### config.mk
export PLATFORM = sky130hd
export DESIGN_NAME = hazard_stall_controller
export DESIGN_NICKNAME = d
export VERILOG_FILES = /design/src/rtl/hazard_stall_controller.sv
export SDC_FILE = /design/constraint.sdc
export NUM_CORES = 1
export LEC_CHECK = 0
export ABC_AREA = 1
export ABC_CLOCK_PERIOD_IN_PS = 1530
export BUFFER_PORTS_ARGS = -buffer_cell sky130_fd_sc_hd__buf_2
export CAP_MARGIN = 15
export CORE_MARGIN = 10
export CORE_UTILIZATION = 32
export CTS_CLUSTER_SIZE = 20
export DETAILED_ROUTE_END_ITERATION = 8
export PLACE_DENSITY_LB_ADDON = 0.08
export SYNTH_ARGS = -nofsm -noshare
export SYNTH_HDL_FRONTEND = slang
export SYNTH_SLANG_ARGS = --single-unit
### constraint.sdc
create_clock -name clk -period 1.53 [get_ports clk]
set_input_delay 0.2295 -clock clk [delete_from_list [all_inputs] [get_ports clk]]
set_output_delay 0.2295 -clock clk [all_outputs]
set_load 0.02 [all_outputs]
### src/rtl/hazard_stall_controller.sv
// hazard_stall_controller: load-use bubbles, divider occupancy stalls and taken-branch flushes for ID/EXE/MEM.
module hazard_stall_controller #(
  parameter int DIV_CYCLES = 34,
  parameter int CNT_W      = 6
) (
  input  logic       clk,
  input  logic       rst,
  input  logic [4:0] id_rsA,
  input  logic [4:0] id_rsB,
  input  logic       id_is_jalr,
  input  logic       id_is_mul,
  input  logic [4:0] exe_rd,
  input  logic       exe_wr_en,
  input  logic [1:0] exe_sel_data,
  input  logic       exe_is_div,
  input  logic       exe_branch_taken,
  input  logic       div_done,
  output logic       if_stall,
  output logic       id_stall,
  output logic       id_flush,
  output logic       exe_flush,
  output logic       exe_stall,
  output logic       mem_flush,
  output logic       div_start,
  output logic       div_timeout,
  output logic       busy
);
  typedef enum logic {IDLE, DIV_BUSY} state_t;
  state_t           state_q, state_d;
  logic [CNT_W-1:0] cnt_q, cnt_d;
  logic             to_q, to_d;
  logic             luse, last;
  assign luse = exe_wr_en && exe_sel_data == 2'd3 && exe_rd != 5'd0 &&
                ((id_is_jalr && id_rsA == exe_rd) ||
                 (id_is_mul && (id_rsA == exe_rd || id_rsB == exe_rd)));
  assign last = cnt_q == CNT_W'(DIV_CYCLES - 1);
  always_comb begin
    state_d     = state_q;
    cnt_d       = cnt_q;
    to_d        = to_q;
    if_stall    = 1'b0;
    id_stall    = 1'b0;
    id_flush    = 1'b0;
    exe_flush   = 1'b0;
    exe_stall   = 1'b0;
    mem_flush   = 1'b0;
    div_start   = 1'b0;
    busy        = 1'b0;
    div_timeout = 1'b0;
    if (!rst) begin
      div_timeout = to_q;
      if (state_q == IDLE) begin
        if (exe_branch_taken) begin
          id_flush  = 1'b1;
          exe_flush = 1'b1;
        end else if (exe_is_div) begin
          div_start = 1'b1;
          {if_stall, id_stall, exe_stall, mem_flush} = 4'hf;
          cnt_d     = '0;
          state_d   = DIV_BUSY;
        end else if (luse) begin
          {if_stall, id_stall, exe_flush} = 3'b111;
        end
      end else begin
        busy = 1'b1;
        // a done pulse on the last counted cycle still counts as success
        if (div_done || last) begin
          state_d = IDLE;
          to_d    = to_q | ~div_done;
        end else begin
          {if_stall, id_stall, exe_stall, mem_flush} = 4'hf;
          cnt_d = cnt_q + 1'b1;
        end
      end
    end
  end
  always_ff @(posedge clk) begin
    if (rst) begin
      state_q <= IDLE;
      cnt_q   <= '0;
      to_q    <= 1'b0;
    end else begin
      state_q <= state_d;
      cnt_q   <= cnt_d;
      to_q    <= to_d;
    end
  end
endmodule

==> results.cfg <==
[routing]
antenna_left = 0
dr.pass1.iters = 4
drtIter0Drc = 24
drt_wl_total_um = 2070
via_count = 906
drc_errors = 0
wl_per_cell_um = 10.1
routed_via_density = 4.42

[clock_network]
cts_buffers = 3
clock-sinks = 8
clk_pin_slew_ps = 60
root_buffer = clkbuf_4
clk_latency_ps = 260
htreeDepth = 1
cts_tree = built
clockBufferDepth = 2
holdBufCountCts = 0

[placed_design]
dp_hpwl_um = 1680
place.gp.congestion = 0.797
placed_cell_area_um2 = 966
io_buffers = 33
pre_cts_slack_ps = 49.1

[synth]
ys_ff_latch = 8
synthTopCellsByCount = nand2_1, inv_1, nor2_1
synth_fp_nets = 161
synth.avg_cell_area_um2 = 5.61
synth_ff_type = dfxtp_1
yosys.cell_count.top_type = nand2_1
syn_inst = 134
synth_area_leaders = nand2_1, dfxtp_1, inv_1, nor2_1, nand3_1
syn-cell-area_um2 = 752
yosysUniqueCellTypes = 25
yosysTopAreaCell = nand2_1
synth_top_area_frac = 0.225
async_flop_share = 0
yosysSeqAreaShare = 0.213
yosysWarnings = 0
synth_edf_count = 0

[pwr]
clkPwrFrac = 0.284
p_leak_nw = 0.628
p_sw_frac = 0.328
p_int_mw = 0.394
p_seq_frac = 0.371
irDropWorstVdd_mv = 0.551
pwr-share-comb = 0.346
p_sw_mw = 0.192
powerDensity_mw_per_mm2 = 519

[worst_setup_path]
crit_buf_inv = 2
crit_family = flip-flops
crit_fanout = 3
path_cells = inv_2 -> ha_4 -> nand3_4 -> nand2_4 -> o21ai_2 -> nand2_1 -> a21oi_2 -> buf_6
cp-startpoint = cnt_q[1]$_SDFFE_PP0P_
crit_type = reg -> out
cp.depth = 8
endpoint_kind = output pin
start_kind = flop
crit_path_max_incr_delay_ps = 330
r2r-start = cnt_q[3]$_SDFFE_PP0P_
critPathSlowestCell = dfxtp_2
cp_data_required_time_ps = 1300
reg2reg_depth = 6
cp.arrival_ps = 1370

[min_path]
worstHoldPathType = in -> reg
holdPathStages = 2
hp-start = div_done

[outcome]
violations = negative setup slack
status = complete, but fails checks

[floorplan]
die_h_um = 68.5
design.die.area_mm2 = 0.00469
core_mm2 = 0.00223
ios = 34
initial_core_util = 0.337
row_count = 17
die_w_um = 68.5

[finish]
regArea_um2 = 163
n_fill_cell = 239
drive_gt1_frac = 0.373
antenna_cells = 0
fin_area_mm2 = 0.00113
multi_input_area_um2 = 524
area_growth_pct = 50.2
fin_nets = 206

[timing]
worstMarginPinSlew_ps = 348
finClkSkew_ps = 1.48
timing.final.crit_share = 1.04
min_period_ps = 1600
rsz0062_at_grt = yes
max_freq_mhz = 626
slew_violations = 0
finalSetupTns_ps = -134
timing.final.ws_setup_ps = -67.5
timing.final.hold_violations = 0
setup_viol = 2
slew_headroom = 0.767

[global_route]
grt_pass1_vias = 863
use_met3 = 0.0375
grt_max_degree = 11
grt-ovfl-total = 0
antenna_found_initial = 0
gr-usage-met2 = 0.153
grt_pass1_wl_um = 3520
grtUsageTotal = 0.0966
met1_usage = 0.120
grt_busiest_layer = met2

[run]
cap_violations = 0
stage by stage:
step	total power [mW]	cells	hold WS, ps	util
6_report	0.586	205	217	0.506
5_1_grt	0.634	205	215	0.506
4_1_cts	0.579	203	213	0.488
3_5_place_dp	0.385	195	478	0.432
3_3_place_gp	0.384	195	478	0.432
2_1_floorplan	0.323	134	348	-
power by group through the flow:
stage / Sequential, mW / Clock (mW) / Combinational [mW]
4_1_cts: 0.217 / 0.170 / 0.191
3_3_place_gp: 0.221 / 0 / 0.163
3_5_place_dp: 0.221 / 0 / 0.164
6_report: 0.217 / 0.166 / 0.203
5_1_grt: 0.218 / 0.188 / 0.228
2_1_floorplan: 0.222 / 0 / 0.101
final cells by class:
| cell class | instances | share of cell area |
|---|---|---|
| well taps | 28 | 0.0310 |
| clock buffers | 3 | 0.0199 |
| multi-input cells | 95 | 0.464 |
| flip-flops and latches | 8 | 0.144 |
| inverters | 28 | 0.104 |
| repair buffers | 43 | 0.237 |
registers in the layout, summed over array words and instances (netlist names):
signal and cells:
cnt_q 6, state_q 1, to_q 1
path summary, 6_finish.rpt:
check | end | slack [ps]
worst max register to register | to_q$_SDFFE_PP0P_ | 230
worst min register to register | to_q$_SDFFE_PP0P_ | 480
worst max-delay path | id_stall | -70
worst min-delay path | to_q$_SDFFE_PP0P_ | 220
what timing repair did:
| item | 4_1_cts | 5_1_grt |
|---|---|---|
| pin swaps | 5 | 5 |
| resized for setup | 17 | 7 |
| endpoints found under the setup margin | 4 | 5 |
| setup buffers | 5 | 2 |
cell families after synthesis:
family	synth area share
buffers and inverters	0.168
adders and majority gates	0.0333
xor gates and xnor gates	0.0116
and+or+nand+nor	0.478
DFF	0.213
AOI/OAI and AO/OA	0.0965
cell usage in the layout, fill, tap and decap left out, types with 4 or more instances in the layout:
master | Yosys | final
nand2_1 | 45 | 45
inv_1 | 26 | 25
nor2_1 | 18 | 15
buf_2 | 1 | 28
buf_6 | 0 | 4
nand3_1 | 7 | 6
nand4_1 | 4 | 4
buf_4 | 2 | 11
dfxtp_1 | 8 | 6
routing by layer:
layer | vias to the layer above | share of wire
met5 | - | 0
met3 | 2 | 0.067
met1 | 379 | 0.46
met2 | 29 | 0.46
li1 | 496 | -
met4 | 0 | 0.0092
(Power assumes the default switching activity.)
